===== config.mk =====
export PLATFORM = sky130hd
export DESIGN_NAME = pipe_hazard_ctrl
export DESIGN_NICKNAME = d
export VERILOG_FILES = /design/src/rtl/pipe_hazard_ctrl.sv
export SDC_FILE = /design/constraint.sdc
export NUM_CORES = 1
export LEC_CHECK = 0
export CAP_MARGIN = 5
export CORE_MARGIN = 2
export CORE_UTILIZATION = 50
export CTS_BUF_LIST = sky130_fd_sc_hd__clkbuf_2
export CTS_CLUSTER_DIAMETER = 30
export DETAILED_ROUTE_END_ITERATION = 12
export PLACE_DENSITY_LB_ADDON = 0.2
export SYNTH_ARGS = -nofsm -noshare
export SYNTH_HDL_FRONTEND = slang
export SYNTH_SLANG_ARGS = --single-unit

===== constraint.sdc =====
create_clock -name i_clk -period 3.7 [get_ports i_clk]
set_input_delay 0.555 -clock i_clk [delete_from_list [all_inputs] [get_ports i_clk]]
set_output_delay 0.555 -clock i_clk [all_outputs]
set_load 0.01 [all_outputs]

===== src/rtl/pipe_hazard_ctrl.sv =====
// Hazard sequencer for the 5-stage RV32I pipeline: drives per-stage select codes,
// resolves load-use / mispredict / memory-wait hazards and runs the debug halt drain.
module pipe_hazard_ctrl #(
    parameter int CNT_W       = 32,
    parameter int MEM_TIMEOUT = 64,
    parameter int DRAIN_CYC   = 4
) (
    input  logic             i_clk,
    input  logic             i_rst_n,
    input  logic [4:0]       i_id_rs1_addr,
    input  logic [4:0]       i_id_rs2_addr,
    input  logic             i_id_rs1_used,
    input  logic             i_id_rs2_used,
    input  logic [4:0]       i_ex_rd_addr,
    input  logic             i_ex_rd_wren,
    input  logic             i_ex_is_load,
    input  logic             i_ex_mispred,
    input  logic             i_mem_req,
    input  logic             i_mem_ack,
    input  logic             i_halt_req,
    output logic [1:0]       o_pc_sel,
    output logic [1:0]       o_if_id_sel,
    output logic [1:0]       o_id_ex_sel,
    output logic [1:0]       o_ex_mem_sel,
    output logic [1:0]       o_mem_wb_sel,
    output logic             o_halt_ack,
    output logic             o_mem_timeout,
    output logic [CNT_W-1:0] o_stall_cnt,
    output logic [CNT_W-1:0] o_flush_cnt
);

    localparam int TW = $clog2(MEM_TIMEOUT + 1);
    localparam int DW = $clog2(DRAIN_CYC + 1);
    localparam logic [TW-1:0] TMO_MAX   = TW'(MEM_TIMEOUT);
    localparam logic [DW-1:0] DRAIN_MAX = DW'(DRAIN_CYC);

    localparam logic [1:0] SEL_LOAD = 2'b00;
    localparam logic [1:0] SEL_HOLD = 2'b01;
    localparam logic [1:0] SEL_CLR  = 2'b11;

    typedef enum logic [1:0] {
        ST_RUN,
        ST_MEMWAIT,
        ST_DRAIN,
        ST_HALTED
    } state_t;

    state_t           state_q, state_d;
    logic [DW-1:0]    drain_cnt_q, drain_cnt_d, drain_inc;
    logic [TW-1:0]    tmo_cnt_q, tmo_cnt_d;
    logic             mem_timeout_q, mem_timeout_d;
    logic [CNT_W-1:0] stall_cnt_q, stall_cnt_d;
    logic [CNT_W-1:0] flush_cnt_q, flush_cnt_d;

    logic       memwait, load_use, mispred, flush_take;
    logic [1:0] pc_sel, if_id_sel, id_ex_sel, ex_mem_sel, mem_wb_sel;

    always_comb begin
        memwait  = i_mem_req & ~i_mem_ack;
        load_use = i_ex_is_load & i_ex_rd_wren & (i_ex_rd_addr != 5'd0) &
                   ((i_id_rs1_used & (i_id_rs1_addr == i_ex_rd_addr)) |
                    (i_id_rs2_used & (i_id_rs2_addr == i_ex_rd_addr)));
        mispred  = i_ex_mispred & ~memwait;
        drain_inc = (drain_cnt_q == DRAIN_MAX) ? drain_cnt_q : drain_cnt_q + DW'(1);
    end

    always_comb begin
        state_d       = state_q;
        drain_cnt_d   = drain_cnt_q;
        tmo_cnt_d     = tmo_cnt_q;
        mem_timeout_d = mem_timeout_q;
        flush_take    = 1'b0;
        pc_sel        = SEL_LOAD;
        if_id_sel     = SEL_LOAD;
        id_ex_sel     = SEL_LOAD;
        ex_mem_sel    = SEL_LOAD;
        mem_wb_sel    = SEL_LOAD;

        case (state_q)
            ST_RUN: begin
                drain_cnt_d = '0;
                if (memwait) begin
                    pc_sel     = SEL_HOLD;
                    if_id_sel  = SEL_HOLD;
                    id_ex_sel  = SEL_HOLD;
                    ex_mem_sel = SEL_HOLD;
                    mem_wb_sel = SEL_CLR;
                    state_d    = ST_MEMWAIT;
                end else begin
                    // Wrong-path ID instruction makes any load-use stall moot.
                    if (mispred) begin
                        if_id_sel  = SEL_CLR;
                        id_ex_sel  = SEL_CLR;
                        flush_take = 1'b1;
                    end else if (load_use) begin
                        pc_sel    = SEL_HOLD;
                        if_id_sel = SEL_HOLD;
                        id_ex_sel = SEL_CLR;
                    end
                    if (i_halt_req) begin
                        state_d = ST_DRAIN;
                    end
                end
            end

            ST_MEMWAIT: begin
                if (i_mem_ack) begin
                    tmo_cnt_d = '0;
                    state_d   = i_halt_req ? ST_DRAIN : ST_RUN;
                end else begin
                    pc_sel        = SEL_HOLD;
                    if_id_sel     = SEL_HOLD;
                    id_ex_sel     = SEL_HOLD;
                    ex_mem_sel    = SEL_HOLD;
                    mem_wb_sel    = SEL_CLR;
                    tmo_cnt_d     = (tmo_cnt_q == TMO_MAX) ? tmo_cnt_q : tmo_cnt_q + TW'(1);
                    mem_timeout_d = mem_timeout_q | (tmo_cnt_d == TMO_MAX);
                end
            end

            ST_DRAIN: begin
                pc_sel    = SEL_HOLD;
                if_id_sel = SEL_CLR;
                if (memwait) begin
                    if_id_sel  = SEL_HOLD;
                    id_ex_sel  = SEL_HOLD;
                    ex_mem_sel = SEL_HOLD;
                    mem_wb_sel = SEL_CLR;
                    state_d    = ST_MEMWAIT;
                end else begin
                    if (mispred) begin
                        pc_sel      = SEL_LOAD;
                        id_ex_sel   = SEL_CLR;
                        flush_take  = 1'b1;
                        drain_cnt_d = drain_inc;
                    end else if (load_use) begin
                        if_id_sel = SEL_HOLD;
                        id_ex_sel = SEL_CLR;
                    end else begin
                        drain_cnt_d = drain_inc;
                    end
                    if (!i_halt_req) begin
                        state_d = ST_RUN;
                    end else if (drain_cnt_d == DRAIN_MAX) begin
                        state_d = ST_HALTED;
                    end
                end
            end

            ST_HALTED: begin
                pc_sel     = SEL_HOLD;
                if_id_sel  = SEL_HOLD;
                id_ex_sel  = SEL_HOLD;
                ex_mem_sel = SEL_HOLD;
                mem_wb_sel = SEL_HOLD;
                if (!i_halt_req) begin
                    state_d = ST_RUN;
                end
            end

            default: begin
                state_d = ST_RUN;
            end
        endcase

        stall_cnt_d = stall_cnt_q;
        if ((pc_sel == SEL_HOLD) && (stall_cnt_q != '1)) begin
            stall_cnt_d = stall_cnt_q + CNT_W'(1);
        end
        flush_cnt_d = flush_cnt_q;
        if (flush_take && (flush_cnt_q != '1)) begin
            flush_cnt_d = flush_cnt_q + CNT_W'(1);
        end
    end

    always_ff @(posedge i_clk or negedge i_rst_n) begin
        if (!i_rst_n) begin
            state_q       <= ST_RUN;
            drain_cnt_q   <= '0;
            tmo_cnt_q     <= '0;
            mem_timeout_q <= 1'b0;
            stall_cnt_q   <= '0;
            flush_cnt_q   <= '0;
        end else begin
            state_q       <= state_d;
            drain_cnt_q   <= drain_cnt_d;
            tmo_cnt_q     <= tmo_cnt_d;
            mem_timeout_q <= mem_timeout_d;
            stall_cnt_q   <= stall_cnt_d;
            flush_cnt_q   <= flush_cnt_d;
        end
    end

    // Reset forces the whole pipe to bubbles with the PC frozen.
    always_comb begin
        if (!i_rst_n) begin
            o_pc_sel     = SEL_HOLD;
            o_if_id_sel  = SEL_CLR;
            o_id_ex_sel  = SEL_CLR;
            o_ex_mem_sel = SEL_CLR;
            o_mem_wb_sel = SEL_CLR;
        end else begin
            o_pc_sel     = pc_sel;
            o_if_id_sel  = if_id_sel;
            o_id_ex_sel  = id_ex_sel;
            o_ex_mem_sel = ex_mem_sel;
            o_mem_wb_sel = mem_wb_sel;
        end
        o_halt_ack = i_rst_n & (state_q == ST_HALTED);
    end

    assign o_mem_timeout = mem_timeout_q;
    assign o_stall_cnt   = stall_cnt_q;
    assign o_flush_cnt   = flush_cnt_q;

endmodule


==> results of run 1 <==
[layout by cell type, fill, tap and decap left out, types with 4 or more instances in the layout]
master	instances
clkdlybuf4s50_1	98
dfrtp_1	77
nand2_1	48
xor2_1	42
nor2_1	34
xnor2_1	32
nand3_1	27
nor3_1	21
nand4_1	14
inv_1	11
clkbuf_2	11
o21ai_0	10
a21oi_1	9
and4_1	9
nand2b_1	7
and3_1	7
buf_4	7
nor4_1	6
nor4_2	6
ha_1	6
a31oi_1	5
nor2b_1	4
nor4b_2	4
[through the flow]
| step | hold slack, ns | setup WS (ns) | power (mW) |
|---|---|---|---|
| 2_1_floorplan | 0.2594 | 1.098 | 1.505 |
| 3_5_place_dp | 0.4635 | 0.1705 | 1.852 |
| 6_report | 0.5011 | 0.1626 | 2.233 |
| 4_1_cts | 0.5017 | 0.1563 | 2.254 |
| 3_3_place_gp | 0.4563 | 0.1891 | 1.825 |
| 5_1_grt | 0.5150 | 0.06717 | 2.368 |
[cell type report]
cell class              count  area [µm²]
clock buffers              11       55.05
clock inverters             5       36.28
fillers                   677        2794
inverters                  11       41.29
multi-input cells         339        2271
flip-flops and latches     77        1927
well taps                 105       131.4
repair buffers            106        1044
[metal layers]
metal | share of wire (%) | GRT usage, %
met1 | 45 | 27.78
met2 | 49 | 34.78
met3 | 4.3 | 4.118
met4 | 1.3 | 6.501
met5 | 0 | 0
[worst paths after layout]
| check | to | slack (ns) | cells after the start |
|---|---|---|---|
| min | o_stall_cnt[29] | 0.50 | 1 |
| max in group asynchronous | tmo_cnt_q[0] | 2.09 | 4 |
| max reg2reg | o_stall_cnt[29] | 1.07 | 7 |
| max | o_if_id_sel[0] | 0.16 | 7 |
| min in group asynchronous | o_stall_cnt[1] | 0.54 | 3 |
| min reg2reg | o_stall_cnt[29] | 0.50 | 1 |
[cell usage after synthesis (7+ instances only)]
library cell	count
a21oi_1	9
nand4_1	14
and3_1	7
nand2_1	48
dfrtp_1	77
nor2_1	34
nand2b_1	7
nor3_1	21
xor2_1	42
inv_1	11
xnor2_1	32
and4_1	9
nand3_1	27
clkbuf_1	12
o21ai_0	10
[repair_timing]
action | in CTS | in global routing
resized for setup | 0 | 0
hold buffers | 1 | 0
endpoints found under the hold margin | 6 | 0
[logic make-up after synthesis]
logic type | count (synthesis) | share of synthesized area, %
xor gates and xnor gates | 74 | 15.00
muxes | 7 | 1.737
AOI/OAI and AO/OA | 41 | 6.369
adders and majority gates | 6 | 1.737
buffers and inverters | 30 | 3.069
other | 1 | 0.08677
DFF | 77 | 44.59
and+or+nand+nor | 210 | 27.42
[sequential cells by signal, indices dropped and copies added, names as in the netlist]
| signal | count |
|---|---|
| tmo_cnt_q | 7 |
| state_q | 2 |
| drain_cnt_q | 3 |
| o_stall_cnt | 32 |
| o_flush_cnt | 32 |
| o_mem_timeout | 1 |
[power breakdown]
part           internal, mW  leakage (nW)  switching [mW]
Sequential            0.959         0.990           0.173
Combinational         0.365          1.30           0.337
Clock                0.0943        0.0546           0.304
==> summary.txt, run 1 <==
status = complete, no violations
P_leak = 2.339 nW
wire length per cell = 14.72 µm
routed wire length = 9628 µm
relative slew slack = 47.47%
Pins Over Slew Limit = 0
vias in the first global route = 3,505
final core occ = 66.34%
RSZ-0062 raised after global routing = false
Layout Skew = 0.03738 ns
share of post-route cells with drive strength above 1 = 8.379%
CTS tree = built
port bufs = 99
Post-Layout Cell Count = 654
Setup Buffers After CTS = 0
VDD IR max = 0.2758 mV
Max stage delay on crit path = 0.50 ns
via/cell ratio = 5.544
I/O Pins = 101
DIE WIDTH = 96.97 µm
Antenna Violating Nets Remaining = 0
initial antenna violation count = 0
Worst Path Buf+Inv = 2
PD cells = 405.6 nW/µm²
Worst Tran Pin Value = 0.7819 ns
post-route cell area = 5505 µm²
Die H = 96.97 µm
worst flop-to-flop path startpoint = o_stall_cnt[1]
CORE AREA = 8299 µm²
Cells after DPL = 637
worst-path maximum fanout = 3
crit-path most repeated cell = clkdlybuf4s50_1
Yosys cell types = 53
Nets = 575
root buffer cell = clkbuf_2
fin crit period = 3.537 ns
Std-Cell Rows = 33
DRC = 0
CP max-delay cell = clkdlybuf4s50_1
largest net degree at the start of global routing = 59
Max Cap Viol = 0
CTS sink count = 77
Critical path origin = i_ex_rd_addr[0]
starting density of the core = 52.07%
critical path endpoint category = primary output
cell type with the largest total area after synthesis = dfrtp_1
Max Freq = 282.7 MHz
final cycle utilization of the critical path = 95.61%
top-area cell type share of the netlist area = 44.59%
Synthesis Warnings = 0
synth-to-layout area growth = 27.39%
Mapped Cells = 446
ys async rst share = 100.0%
EDFF count, synth = 0
CP Class = input port to primary output
Post-synth top flop = dfrtp_1
dominant cells by area after synthesis = dfrtp_1 45%, xor2_1 8.5%, xnor2_1 6.5%
final hold vios = 0
Critical Path Source Type = input port
Total GRT Usage = 20.95%
CTS buffer count = 9
global-route wire length before repair = 16,330 µm
H-tree levels = 3
clock latency on the worst-skew pair = 0.53 ns
CTS Buffer Depth = 2
syn_area_per_cell = 9.690 µm²
Starting DRT DRC Count = 86
Critical Path RT = 3.14 ns
gr ovfl total = 0
Vias = 3,626
GPL Wtd Cong = 0.8915
Cell Area, Synth = 4322 µm²
Placement Cell Area = 5404 µm²
worst path arrival time = 2.98 ns
Min-Delay Path Class = flip-flop to flip-flop
Synth Register Bits = 77
CP Cell Sequence = clkdlybuf4s50_1 -> or3_1 -> o311a_1 -> a21oi_1 -> nor2_1 -> or4_1 -> clkdlybuf4s50_1
number of detailed-route iterations in the first pass = 4
sequential area share after synthesis = 44.59%
Hold Crit Start = o_stall_cnt[29]
Die ar. = 9403 µm²
Syn Nets = 477
CP top delay family = buffers and inverters
setup TNS = 0 ns
# setup viols final = 0
Final HPWL DP = 7194 µm
CTS clk-pin slew, worst paths = 0.18 ns
Inserted Diodes = 0
Note: power is estimated with default switching activity, not from simulation.
==> inputs of run 2 (changes only) <==
- HOLD_SLACK_MARGIN: unset -> 0.08
==> results of run 2 <==
The final DEF is identical to that of run 1; final timing and power are the same.
==> edit 1 (config.mk and constraints of run 2) <==
The parameter `CNT_W` goes from 32 to 48.
--- a/src/rtl/pipe_hazard_ctrl.sv
+++ b/src/rtl/pipe_hazard_ctrl.sv
@@ -2,5 +2,5 @@
 // resolves load-use / mispredict / memory-wait hazards and runs the debug halt drain.
 module pipe_hazard_ctrl #(
-    parameter int CNT_W       = 32,
+    parameter int CNT_W       = 48,
     parameter int MEM_TIMEOUT = 64,
     parameter int DRAIN_CYC   = 4
Interface: changed (resized o_flush_cnt and o_stall_cnt); port bits go from 101 to 133. No check against the original RTL was run, so the function may have changed too.
==> edit 1 against run 2 <==
- via count rose by 38%
- wire length rose by 47%
- setup slack improved by 0.019 ns
- combinational power rose by 5.3%
- total power rose by 36%
- cell count rose by 35%
- sequential cell count rose by 32
- worst hold slack got worse by 0.020 ns
- register-to-register slack improved by 0.09 ns
- synthesized area rose by 36%
- synthesized cell count rose by 35%
- final area rose by 36%
- critical path type unchanged
- largest cell class unchanged
- highest routed layer unchanged
==> edit 1: results (changes against run 2) <==
| Metric | Value |
|---|---|
| Status | `complete, no violations (unchanged)` |
| Arrival @ worst endpoint | `2.96 ns (was 2.98 ns)` |
| Worst-case vdd ir drop | `0.339 mV (was 0.276 mV)` |
| Mux share of post-synthesis cell area | `0.809% (was 1.74%)` |
| Grt met1 use | `32.3% (was 27.8%)` |
| Clock Skew | `0.0328 ns (was 0.0374 ns)` |
| Post-Place Cells | `863 (was 637)` |
| Fraction of area in multi-input gates | `39.9% (was 41.3%)` |
| Routed wl met3 | `778 um (was 414 um)` |
| Fraction of layout cells with a size suffix above 1 | `5.97% (was 8.38%)` |
| Drt first pass iters | `5 (was 4)` |
| Drt total wl | `14200 um (was 9630 um)` |
| Min-Delay Path Class | `input pin to async pin (was flip-flop to flip-flop)` |
| Slew at the pin closest to its max-slew limit | `0.927 ns (was 0.782 ns)` |
| Sequential element share of the synthesized area | `46.4% (was 44.6%)` |
| Area occupied by multi-input gates | `0.00299 mm2 (was 0.00227 mm2)` |
| Placement Cell Area | `0.00732 mm2 (was 0.00540 mm2)` |
| NonClk Buf Share | `18.4% (was 19.0%)` |
| Nets | `763 (was 575)` |
| Port Buffer Count | `131 (was 99)` |
| Syn Inst Count | `602 (was 446)` |
| Seq Cell Count | `109 (was 77)` |
| Detailed Place HPWL | `10200 um (was 7190 um)` |
| Unique cell type count in the Yosys netlist | `54 (was 53)` |
| Skew-Pair Late Insertion Delay | `0.64 ns (was 0.53 ns)` |
| Final Wtd Congestion | `0.825 (was 0.892)` |
| Vias in the first global route | `4786 (was 3505)` |
| First-pass GRT wire length | `23800 um (was 16300 um)` |
| Setup WS pre-CTS | `0.173 ns (was 0.171 ns)` |
| Post-synthesis compound-gate area fraction | `5.64% (was 6.37%)` |
| Mapped cell area | `0.00588 mm2 (was 0.00432 mm2)` |
| ClkCell Share | `2.43% (was 1.66%)` |
| Vias per cell | `5.70 (was 5.54)` |
| Number of non-clock buffers | `140 (was 106)` |
==> edit 1: changes by cell type in the layout (fill, tap and decap cells not counted), sizes merged, moves of 13 or more <==
cell / change
nor3: +21
nand3: +18
xor2: +15
dfrtp: +32
clkdlybuf4s50: +32
xnor2: +17
nand4: +24
nand2: +13
==> edit 1: final timing paths <==
path,from,endpoint,slack (ns),cells past startpoint
worst max register to register,o_stall_cnt[23],o_stall_cnt[1],1.16,7
max in group asynchronous,i_rst_n,o_stall_cnt[14],1.90,4
worst min register to register,o_stall_cnt[39],o_stall_cnt[39],0.51,1
min in group i_clk,i_halt_req,state_q[1],0.51,2
worst max-delay path,i_ex_rd_addr[0],o_if_id_sel[0],0.18,7
worst min-delay path,i_rst_n,drain_cnt_q[1],0.48,3
==> edit 1: power groups by stage <==
stage                     clock [mW]  combinational [mW]  sequential, mW
after floorplan                    0               0.364            1.54
after global placement             0               0.722            1.54
after detailed placement           0               0.739            1.55
after CTS                      0.778               0.747            1.53
after global routing           0.815               0.820            1.56
final                          0.760               0.739            1.53
==> edit 2 (config.mk and constraints of run 2) <==
Made on the original files. Register the output `o_stall_cnt` once more, cleared by the reset; this adds one clock of latency there. The other outputs are not delayed to match.
--- a/src/rtl/pipe_hazard_ctrl.sv
+++ b/src/rtl/pipe_hazard_ctrl.sv
@@ -211,5 +211,11 @@
 
     assign o_mem_timeout = mem_timeout_q;
-    assign o_stall_cnt   = stall_cnt_q;
+    always_ff @(posedge i_clk or negedge i_rst_n) begin
+        if (!i_rst_n) begin
+            o_stall_cnt <= '0;
+        end else begin
+            o_stall_cnt <= stall_cnt_q;
+        end
+    end
     assign o_flush_cnt   = flush_cnt_q;
 
Formal check against the unedited RTL: not equivalent (a bounded check fails within 4 cycles, from zero or initial values and one cycle with i_rst_n low).
==> edit 2 against run 2 <==
- non-clock buffer count did not move
- final area rose by 15%
- total power rose by 28%
- setup slack improved by 0.025 ns
- via count rose by 11%
- synthesized area rose by 18%
- wire length rose by 15%
- sequential power rose by 42%
- combinational power barely moved
- worst hold slack got worse by 0.20 ns
- global-route usage fell by 0.14 points
- sequential cell count rose by 32
- critical endpoint unchanged
==> edit 2: results (changes against run 2) <==
| Metric | Value |
|---|---|
| Status | `complete, no violations (unchanged)` |
| Clock slew at reported path FFs | `0.32 ns (was 0.18 ns)` |
| Setup WS pre-CTS | `0.216 ns (was 0.171 ns)` |
| Post-Syn Nets | `514 (was 477)` |
| Skew-Pair Late Insertion Delay | `0.61 ns (was 0.53 ns)` |
| Drt first pass iters | `6 (was 4)` |
| Reg2reg end | `stall_cnt_q[17] (was o_stall_cnt[29])` |
| Placement Cell Area | `0.00620 mm2 (was 0.00540 mm2)` |
| Leak | `2.72 nW (was 2.34 nW)` |
| Unique cell type count in the Yosys netlist | `52 (was 53)` |
| Min-Delay Path Class | `input pin to async pin (was flip-flop to flip-flop)` |
| CP Launch Point | `i_ex_rd_addr[1] (was i_ex_rd_addr[0])` |
| Drt total wl | `11000 um (was 9630 um)` |
| Vias | `4010 (was 3626)` |
| Final Wtd Congestion | `0.858 (was 0.892)` |
| Total Routing Usage GR | `20.8% (was 20.9%)` |
| Headroom to the max-slew limit | `34.6% (was 47.5%)` |
| Largest net degree at the start of global routing | `83 (was 59)` |
| Worst-case vdd ir drop | `0.276 mV (about the same)` |
| Sequential element share of the synthesized area | `53.5% (was 44.6%)` |
| Nets | `612 (was 575)` |
| Detailed Place HPWL | `7950 um (was 7190 um)` |
| Grt met3 use | `3.43% (was 4.12%)` |
| Initial DRC count | `256 (was 86)` |
| Grt met1 use | `29.3% (was 27.8%)` |
| Clock Skew | `0.0718 ns (was 0.0374 ns)` |
| Most area-consuming cells after synthesis | `dfrtp_1 (53%), xor2_1 (7.0%), xnor2_1 (5.8%), nand4_1 (3.8%), nand3_1 (3.0%) (was dfrtp_1 (45%), xor2_1 (8.5%), xnor2_1 (6.5%), nand2_1 (4.2%), nand3_1 (3.1%))` |
edit 2: cell count changes in the layout (fill, tap and decap cells not counted), moves of 4 or more:
| cell | run 2 | this run |
|---|---|---|
| dfrtp_1 | 77 | 109 |
| nand4_1 | 14 | 31 |
| nand2_1 | 48 | 34 |
| nor4_1 | 6 | 12 |
| nor3_1 | 21 | 26 |
| nor4_2 | 6 | 1 |
| nand3_1 | 27 | 31 |
| nor2_1 | 34 | 30 |
| nor4b_2 | 4 | 0 |
edit 2: critical path: stages:
cell and delay, ns:
clkdlybuf4s50_1 0.46, or4_1 0.55, nor2_1 0.18, nor2_1 0.07, a21oi_1 0.25, a22oi_1 0.09, or3_1 0.32, clkdlybuf4s50_1 0.49
edit 2: kinds of logic after synthesis:
| logic type | synth area share (%) |
|---|---|
| AO/OA/AOI/OAI | 5.42 |
| XOR/XNOR | 12.9 |
| adder cells (fa/ha/maj) | 1.47 |
| buffers and inverters | 3.02 |
| flip-flops | 53.5 |
| multiplexers | 1.10 |
| other | 0.0735 |
| AND/OR/NAND/NOR | 22.6 |
edit 2: cell type report:
class,instances,area (um2)
Clock buffer,9,45.0
Tap cell,133,166
Multi-Input combinational cell,342,2220
Fill cell,832,3490
Timing Repair Buffer,106,1040
Sequential cell,109,2730
Inverter,13,48.8
Clock inverter,7,78.8
edit 2: layer usage:
| metal | up-vias | part of all wire, % |
|---|---|---|
| met3 | 11 | 5.7 |
| met2 | 137 | 47 |
| met1 | 1955 | 46 |
| met4 | 0 | 0.97 |
| met5 | - | 0 |
| li1 | 1907 | - |
edit 2: metrics by stage:
| step | util [%] | std cells |
|---|---|---|
| 3_3_place_gp | 63.1 | 702 |
| 3_5_place_dp | 63.1 | 702 |
| 5_1_grt | 64.5 | 719 |
| 4_1_cts | 64.5 | 719 |
| 2_1_floorplan | - | 483 |
| 6_report | 64.5 | 719 |
edit 2: power by group:
group	internal [mW]	leakage, nW	total, mW	switching [mW]
clock network	0.115	0.0745	0.552	0.437
logic	0.380	1.26	0.702	0.323
registers	1.38	1.39	1.61	0.238
total	1.87	2.72	2.87	0.997
edit 2: how the worst max path moves through the flow:
stage | endpoint | depth (start not counted) | slack (ns)
after floorplan | o_if_id_sel[0] | 6 | 1.23
after global placement | o_if_id_sel[0] | 8 | 0.24
after detailed placement | o_if_id_sel[0] | 8 | 0.22
after CTS | o_if_id_sel[0] | 8 | 0.19
after global routing | o_if_id_sel[0] | 8 | 0.06
final | o_if_id_sel[0] | 8 | 0.19
edit 2: what timing repair did:
| action | in CTS | in global routing |
|---|---|---|
| endpoints found under the setup margin | 0 | 0 |
| hold buffers | 1 | 0 |
| gates resized for setup | 0 | 0 |
| endpoints found under the hold margin | 23 | 0 |
